**config.mk**
```make
export PLATFORM = sky130hd
export DESIGN_NAME = multi_rate_divider_flat
export DESIGN_NICKNAME = d
export VERILOG_FILES = /design/src/rtl/multi_rate_divider_if.sv /design/src/rtl/multi_rate_divider.sv /design/src/flat_wrapper.sv
export SDC_FILE = /design/constraint.sdc
export NUM_CORES = 1
export LEC_CHECK = 0
export ABC_AREA = 0
export ABC_CLOCK_PERIOD_IN_PS = 4000
export CORE_MARGIN = 1.5
export CORE_UTILIZATION = 60
export CTS_BUF_LIST = sky130_fd_sc_hd__clkbuf_4 sky130_fd_sc_hd__clkbuf_8
export CTS_CLUSTER_SIZE = 8
export DETAILED_ROUTE_END_ITERATION = 6
export DONT_BUFFER_PORTS = 1
export PLACE_DENSITY = 0.8
export SYNTH_ARGS = -nofsm -noshare
export SYNTH_HDL_FRONTEND = slang
export SYNTH_SLANG_ARGS = --single-unit
```
**constraint.sdc**
```tcl
create_clock -name ClockIn -period 4 [get_ports ClockIn]
set_clock_uncertainty 0.1 [all_clocks]
set_input_delay 0.8 -clock ClockIn [delete_from_list [all_inputs] [get_ports ClockIn]]
set_output_delay 0.8 -clock ClockIn [all_outputs]
set_load 0.03 [all_outputs]
```
**src/rtl/multi_rate_divider_if.sv**
```systemverilog
// Control and status bundle for multi_rate_divider.
// The master side (game logic) programs the channels and watches the ticks.
// The slave side is the divider itself.
`timescale 1ns/1ps

interface multi_rate_divider_if #(
    parameter int NUM_CH    = 4,
    parameter int CNT_WIDTH = 32
);
    logic [NUM_CH-1:0]    Load;
    logic [CNT_WIDTH-1:0] PeriodIn;
    logic [NUM_CH-1:0]    OneShot;
    logic [NUM_CH-1:0]    Run;
    logic                 SyncRestart;
    logic [NUM_CH-1:0]    Tick;
    logic [NUM_CH-1:0]    Active;

    modport master (
        output Load,
        output PeriodIn,
        output OneShot,
        output Run,
        output SyncRestart,
        input  Tick,
        input  Active
    );

    modport slave (
        input  Load,
        input  PeriodIn,
        input  OneShot,
        input  Run,
        input  SyncRestart,
        output Tick,
        output Active
    );
endinterface

```
**src/rtl/multi_rate_divider.sv**
```systemverilog
// Multi-channel programmable rate divider.
// Each channel counts down from Period-1 and pulses Tick for one cycle when
// it reaches zero. It then reloads (periodic mode) or disarms (one-shot mode).
// Out of reset every channel ticks once per CLOCK_FREQUENCY clocks.
`timescale 1ns/1ps

module multi_rate_divider #(
    parameter int CLOCK_FREQUENCY = 50000000,
    parameter int NUM_CH          = 4,
    parameter int CNT_WIDTH       = 32
) (
    input  logic                ClockIn,
    input  logic                Reset,
    multi_rate_divider_if.slave bus_io
);

    localparam logic [CNT_WIDTH-1:0] RESET_PERIOD = CNT_WIDTH'(CLOCK_FREQUENCY);
    localparam logic [CNT_WIDTH-1:0] RESET_COUNT  = CNT_WIDTH'(CLOCK_FREQUENCY - 1);
    localparam logic [CNT_WIDTH-1:0] ONE          = CNT_WIDTH'(1);
    localparam logic [CNT_WIDTH-1:0] ZERO         = '0;

    logic [CNT_WIDTH-1:0] period_q  [NUM_CH];
    logic [CNT_WIDTH-1:0] period_d  [NUM_CH];
    logic [CNT_WIDTH-1:0] counter_q [NUM_CH];
    logic [CNT_WIDTH-1:0] counter_d [NUM_CH];
    logic [NUM_CH-1:0]    mode_q;
    logic [NUM_CH-1:0]    mode_d;
    logic [NUM_CH-1:0]    armed_q;
    logic [NUM_CH-1:0]    armed_d;
    logic [NUM_CH-1:0]    tick_q;
    logic [NUM_CH-1:0]    tick_d;

    // Next state per channel. Load beats SyncRestart, which beats counting.
    // A zero period never produces a reload value, so the counter cannot wrap.
    always_comb begin
        for (int i = 0; i < NUM_CH; i++) begin
            period_d[i]  = period_q[i];
            counter_d[i] = counter_q[i];
            mode_d[i]    = mode_q[i];
            armed_d[i]   = armed_q[i];
            tick_d[i]    = 1'b0;

            if (bus_io.Load[i]) begin
                period_d[i]  = bus_io.PeriodIn;
                mode_d[i]    = bus_io.OneShot[i];
                armed_d[i]   = (bus_io.PeriodIn != ZERO);
                counter_d[i] = (bus_io.PeriodIn != ZERO) ? (bus_io.PeriodIn - ONE) : ZERO;
            end else if (bus_io.SyncRestart) begin
                if (period_q[i] != ZERO) begin
                    counter_d[i] = period_q[i] - ONE;
                    armed_d[i]   = 1'b1;
                end
            end else if (armed_q[i] && bus_io.Run[i]) begin
                if (counter_q[i] != ZERO) begin
                    counter_d[i] = counter_q[i] - ONE;
                end else begin
                    tick_d[i] = 1'b1;
                    if (mode_q[i]) begin
                        armed_d[i] = 1'b0;
                    end else if (period_q[i] != ZERO) begin
                        counter_d[i] = period_q[i] - ONE;
                    end
                end
            end
        end
    end

    // Channel state registers; reset makes every channel a 1 Hz periodic ticker.
    always_ff @(posedge ClockIn or negedge Reset) begin
        if (!Reset) begin
            for (int i = 0; i < NUM_CH; i++) begin
                period_q[i]  <= RESET_PERIOD;
                counter_q[i] <= RESET_COUNT;
            end
            mode_q  <= '0;
            armed_q <= '1;
            tick_q  <= '0;
        end else begin
            for (int i = 0; i < NUM_CH; i++) begin
                period_q[i]  <= period_d[i];
                counter_q[i] <= counter_d[i];
            end
            mode_q  <= mode_d;
            armed_q <= armed_d;
            tick_q  <= tick_d;
        end
    end

    assign bus_io.Tick   = tick_q;
    assign bus_io.Active = armed_q;

endmodule

```
**src/flat_wrapper.sv**
```systemverilog
// flat-port wrapper written by rule: the top's interface ports become plain ports
module multi_rate_divider_flat 
#(
    parameter int CLOCK_FREQUENCY = 50000000,
    parameter int NUM_CH          = 4,
    parameter int CNT_WIDTH       = 32
)
  (ClockIn, Reset, bus_io_Load, bus_io_PeriodIn, bus_io_OneShot, bus_io_Run, bus_io_SyncRestart, bus_io_Tick, bus_io_Active);
  multi_rate_divider_if #(.NUM_CH(NUM_CH), .CNT_WIDTH(CNT_WIDTH)) bus_io_i ();
  input  logic ClockIn;
  input  logic Reset;
  input wire logic [$bits(bus_io_i.Load)-1:0] bus_io_Load;
  input wire logic [$bits(bus_io_i.PeriodIn)-1:0] bus_io_PeriodIn;
  input wire logic [$bits(bus_io_i.OneShot)-1:0] bus_io_OneShot;
  input wire logic [$bits(bus_io_i.Run)-1:0] bus_io_Run;
  input wire logic [$bits(bus_io_i.SyncRestart)-1:0] bus_io_SyncRestart;
  output wire logic [$bits(bus_io_i.Tick)-1:0] bus_io_Tick;
  output wire logic [$bits(bus_io_i.Active)-1:0] bus_io_Active;
  assign bus_io_i.Load = bus_io_Load;
  assign bus_io_i.PeriodIn = bus_io_PeriodIn;
  assign bus_io_i.OneShot = bus_io_OneShot;
  assign bus_io_i.Run = bus_io_Run;
  assign bus_io_i.SyncRestart = bus_io_SyncRestart;
  assign bus_io_Tick = bus_io_i.Tick;
  assign bus_io_Active = bus_io_i.Active;
  multi_rate_divider #(.CLOCK_FREQUENCY(CLOCK_FREQUENCY), .NUM_CH(NUM_CH), .CNT_WIDTH(CNT_WIDTH)) u_core (.ClockIn(ClockIn), .Reset(Reset), .bus_io(bus_io_i));
endmodule
```
# Word-level counts from Yosys, hierarchy flattened
# Cells that the tools add are included.
[classes]
eq_ne = 12
addsub = 9
n_reduce_logical = 29
muxes = 65
[ops]
columns = ["operator", "n"]
rows = [
  ["two-way mux 32 bit", 25],
  ["nonzero test 32 bit", 9],
  ["subtractor 32 x 1 -> 32 bit, second input constant", 9],
  ["two-way mux 1 bit", 40],
  ["nonzero test 3 bit", 8],
  ["!= test 4 bit, second input constant", 4],
  ["AND reduction 4 bit", 4],
  ["!= test 3 x 2 -> 1 bit, second input constant", 4],
  ["!= test 3 bit, second input constant", 4],
  ["AND reduction 2 bit", 4],
  ["logical AND 1 bit", 4],
]
[totals]
output_inout_bits = 8
inputBits = 47
ff_bits = 268
elab_cells = 132

# Logic depth before layout (Yosys ltp)
[logic_depth]
ltp_word = 7
mapped_depth = 11
depth_no_buf = 9

# Worst setup path after synthesis
# Ideal clock, no wire load.
[synth_path]
kind = "input -> register"
start = "input bus_io_PeriodIn[4]"
end = "register u_core.counter_q[27] in the netlist's numbering"
arrival_time_ps = 3225
cell_stages = 8
required_ps = 3774
path_buffers = 2
setup_ps = 126
setup_slack_ps = 549
cell_sequence = "buf_2 > or4_1 > or4_1 > buf_2 > or4_1 > xor2_1 > o22ai_1 > a221o_1"
[synth_between]
elab_chain_len = 3
elab_cells_between_ends = 4
cone_classes = "1 x add/sub; 2 x mux; 1 x reduce/logical"
[synth_lines]
columns = ["element", "line_no", "rtl"]
rows = [
  ["from (decl)", "flat_wrapper.sv:13", "input wire logic [$bits(bus_io_i.PeriodIn)-1:0] bus_io_PeriodIn;"],
  ["subtractor 32 x 1 -> 32 bit or nonzero test 32 bit (tied branches)", "multi_rate_divider.sv:47", "counter_d[i] = (bus_io.PeriodIn != ZERO) ? (bus_io.PeriodIn - ONE) : ZERO;"],
  ["two-way mux 32 bit (*)", "multi_rate_divider.sv:47", ""],
  ["two-way mux 32 bit (*)", "multi_rate_divider.sv:43", "if (bus_io.Load[i]) begin"],
  ["to (signal, indexed assignment)", "multi_rate_divider.sv:81", "counter_q[i] <= counter_d[i];"],
  ["to (decl)", "multi_rate_divider.sv:24", "logic [CNT_WIDTH-1:0] counter_q [NUM_CH];"],
]
# Every way passes the cells marked *; elsewhere a longest branch is shown, timed or not.
# A chain may end at the register's enable or synchronous reset.

# Worst setup path in the final report
[layout_path]
start = "register u_core.period_q[106] in the netlist's numbering"
end = "register u_core.counter_q[97] in the netlist's numbering"
[layout_between]
elab_chain_len = 7
[layout_lines]
columns = ["element", "line_no", "rtl"]
rows = [
  ["from (decl)", "multi_rate_divider.sv:22", "logic [CNT_WIDTH-1:0] period_q [NUM_CH];"],
  ["from (signal, indexed assignment)", "multi_rate_divider.sv:80", "period_q[i] <= period_d[i];"],
  ["nonzero test 32 bit (*)", "multi_rate_divider.sv:49, multi_rate_divider.sv:60", ""],
  ["two-way mux 32 bit (*)", "-", ""],
  ["two-way mux 32 bit (3 in series)", "-", ""],
  ["two-way mux 32 bit (*) (2 in series)", "-", ""],
]
# Every way passes the cells marked *; elsewhere a longest branch is shown, timed or not. The select of a mux whose other input is x is not followed.

==> out/results.txt <==
Area grow syn2layout - 8.096%
Hold WC Path Type - in2async
Clock buffer depth - 3
Yosys warnings - 0
Max Cap Viol - 0
Final WS setup - 518.8 ps
GR Overflow Total - 0
Delay-heaviest family, CP - simple AND/OR/NAND/NOR gates
Via-to-Cell Ratio - 7.254
RSZ-0062 raised after global routing - false
Gr usage total - 43.16%
Reg2Reg Capture Point - u_core.counter_q[97]
Seq cells post-synth - 268
Simple-Gate Fraction of Synth Area - 24.49%
Top fanout value on the critical path - 10
Slowest CP cell - nor4bb_1
I/O pins - 55
Commonest cells after routing, fill and taps aside - nor2_1 (211), nand2_1 (169), dfrtp_1 (144), o21ai_0 (141), dfstp_2 (124)
Worst EP required - 4420 ps
Final hold violation count - 151
Leakage - 7.430 nW
Design Area, Final - 20160 sq um
Drt drc - 0
Number of synthesized flops with an enable pin - 0
DP Wirelength - 47860 um
Per-cell routed wire length - 26.86 um
Fin Setup TNS - 0 ps
Routability Congestion - 1.042
Cell Chain, Critical Path - or4_1 -> nor4bb_1 -> buf_4 -> nand4_1 -> a211oi_1 -> o21ai_0 -> a31oi_1
CTS root buf - clkbuf_8
# nets final - 2189
Crit path DAT - 3900 ps
CTS Buf Count - 47
Filler cell count in the final layout - 2515
Slew HR - 8.554%
Synth Area in Compound Gates - 19.23%
CP endpoint kind - register
XOR/XNOR Fraction of Synth Area - 7.043%
Initial antenna violation count - 3
Num Clock Sinks - 268
Largest family of logic cells by synthesized area - simple AND/OR/NAND/NOR gates
Failing checks - hold timing
CP peak stage delay - 650 ps
Distinct cells, synth - 92
DP Area - 19120 sq um
Largest cells by area after synthesis - dfrtp_1 (19%), dfstp_2 (17%), mux2_2 (7.4%)
Initial Util - 60.98%
Worst vdd rail ir drop - 352.5 uV
Period utilisation layout - 87.03%
Postcts setup bufs - 0
Critical path type - reg2reg
Core area - 30590 sq um
Critical path startpoint category - register
Most common cell after layout, fill and taps aside - nor2_1
Setup WS pre-CTS - 297.8 ps
H-tree level count - 2
IO Port Bufs - 0
Final WL - 68740 um
Critical path buffer and inverter count - 1
Starting DRT DRC Count - 2743
Synthesized Nets - 2194
Adder-cell area share of the yosys netlist - 1.207%
Die H - 179.3 um
Status - finished, violations left
Slew @ Worst Pin - 1361 ps
Vias in the first global route - 17377
Site Rows - 64
Tmin final - 3481 ps
RR Startpoint - u_core.period_q[106]
Cells after Synth - 2129
Post_cts resized - 0
Largest net degree at the start of global routing - 269
TritonCTS clock tree - yes
Crit path launch - u_core.period_q[106]
Setup Viol. Count Final - 0
Clk slew on worst S/H paths - 70 ps
Slew Viols, Final - 0
Die X - 179.3 um
Main synth FF type - dfrtp_1
Mean Syn Cell Area - 8.761 sq um
DRT antenna net count - 0
Drt pass-1 iters - 7
Mapped Area - 18650 sq um
Async SR Flop Fraction - 100.0%
Synth top area share - 19.32%
Share of cells above drive strength 1 - 20.79%
First-pass GRT wire length - 103900 um
Mux contribution to synthesized area - 7.633%
Cell taking the most area after synthesis - dfrtp_1
Worst skew pair latency - 630 ps
Sequential area share after synthesis - 36.79%
Routed via count - 18562
Fmax - 0.2873 GHz
R2R setup slack - 520 ps
DIE AREA - 32160 sq um
R2R depth - 7
Power Density - 386.5 nW/um^2
Hold slack - -205.6 ps
-- how the worst max path moves through the flow --
stage,end,slack (ps),cells past startpoint
4_1_cts,u_core.counter_q[102],600,7
3_5_place_dp,u_core.counter_q[125],300,8
5_1_grt,u_core.counter_q[97],340,7
3_3_place_gp,u_core.counter_q[125],380,8
6_report,u_core.counter_q[97],520,7
2_1_floorplan,u_core.counter_q[27],550,8
-- routing by layer --
metal | GRT usage [%] | vias up | wire length [um]
met5 | 2.160 | - | 112
met3 | 12.21 | 290 | 8708
met2 | 62.20 | 1348 | 29210
li1 | - | 8036 | -
met1 | 57.18 | 8884 | 26180
met4 | 26.24 | 4 | 4526
-- cell families after synthesis --
group / Yosys count
compound gates: 542
xor+xnor: 150
fa+ha+maj: 18
buf+inv: 156
flops: 268
mux: 127
simple gates: 868
-- area by class of cell --
class	count	area, sq um	area share [%]
diodes	3	7.507	0.03723
well taps	396	495.5	2.457
clock inverters	6	55.05	0.2730
repair buffers	68	510.5	2.532
clock buffers	79	980.9	4.865
inverters	34	127.6	0.6329
multi-input cells	1705	11120	55.17
flip-flops and latches	268	6862	34.03
-- per-stage QoR --
| step | std cells | util (%) | power, W | hold WS (ps) |
|---|---|---|---|---|
| floorplan | 2129 | - | 0.004495 | 292.8 |
| global placement | 2471 | 62.50 | 0.004868 | 325.7 |
| detailed placement | 2471 | 62.50 | 0.004913 | 321.8 |
| CTS | 2556 | 65.89 | 0.007715 | -229.7 |
| global route | 2556 | 65.89 | 0.008040 | -221.1 |
| finish | 2559 | 65.92 | 0.007793 | -205.6 |
-- sequential cells by signal (all words and copies together) (netlist names) --
signal,count
u_core.bus_io.Active,4
u_core.mode_q,4
u_core.counter_q,128
u_core.bus_io.Tick,4
u_core.period_q,128
-- report_power, final --
part	switching, W	total, W	internal [W]
combinational	0.000757	0.00135	0.000591
sequential	0.000461	0.00360	0.00314
clock	0.00124	0.00284	0.00160
-- synth_stat cells, types with 7 or more instances --
| master | number |
|---|---|
| nand4_1 | 30 |
| dfstp_2 | 124 |
| and4_1 | 9 |
| a21o_1 | 7 |
| buf_1 | 12 |
| nor2_1 | 211 |
| or2_2 | 10 |
| nand2b_1 | 13 |
| and2_1 | 12 |
| a22oi_1 | 22 |
| inv_1 | 33 |
| o31ai_1 | 13 |
| o21ai_0 | 142 |
| nor3_2 | 7 |
| a221o_1 | 13 |
| nand2_1 | 169 |
| xor2_1 | 81 |
| mux2_2 | 122 |
| and3_1 | 15 |
| nand3_1 | 70 |
| dfrtp_1 | 144 |
| ha_1 | 18 |
| or3_1 | 31 |
| nor3_1 | 107 |
| xnor2_1 | 69 |
| nor4_2 | 7 |
| a211oi_1 | 18 |
| nor4b_1 | 9 |
| a32oi_1 | 12 |
| or4_1 | 42 |
| buf_2 | 17 |
| o22ai_1 | 24 |
| a21oi_1 | 117 |
| o221ai_1 | 15 |
| nand4b_1 | 7 |
| o32ai_1 | 7 |
| clkbuf_1 | 84 |
| nor3b_1 | 13 |
| nor4_1 | 74 |
| a221oi_1 | 16 |
| a31oi_1 | 26 |
| a2bb2oi_1 | 7 |
| o211ai_1 | 24 |
(Power assumes the default switching activity.)
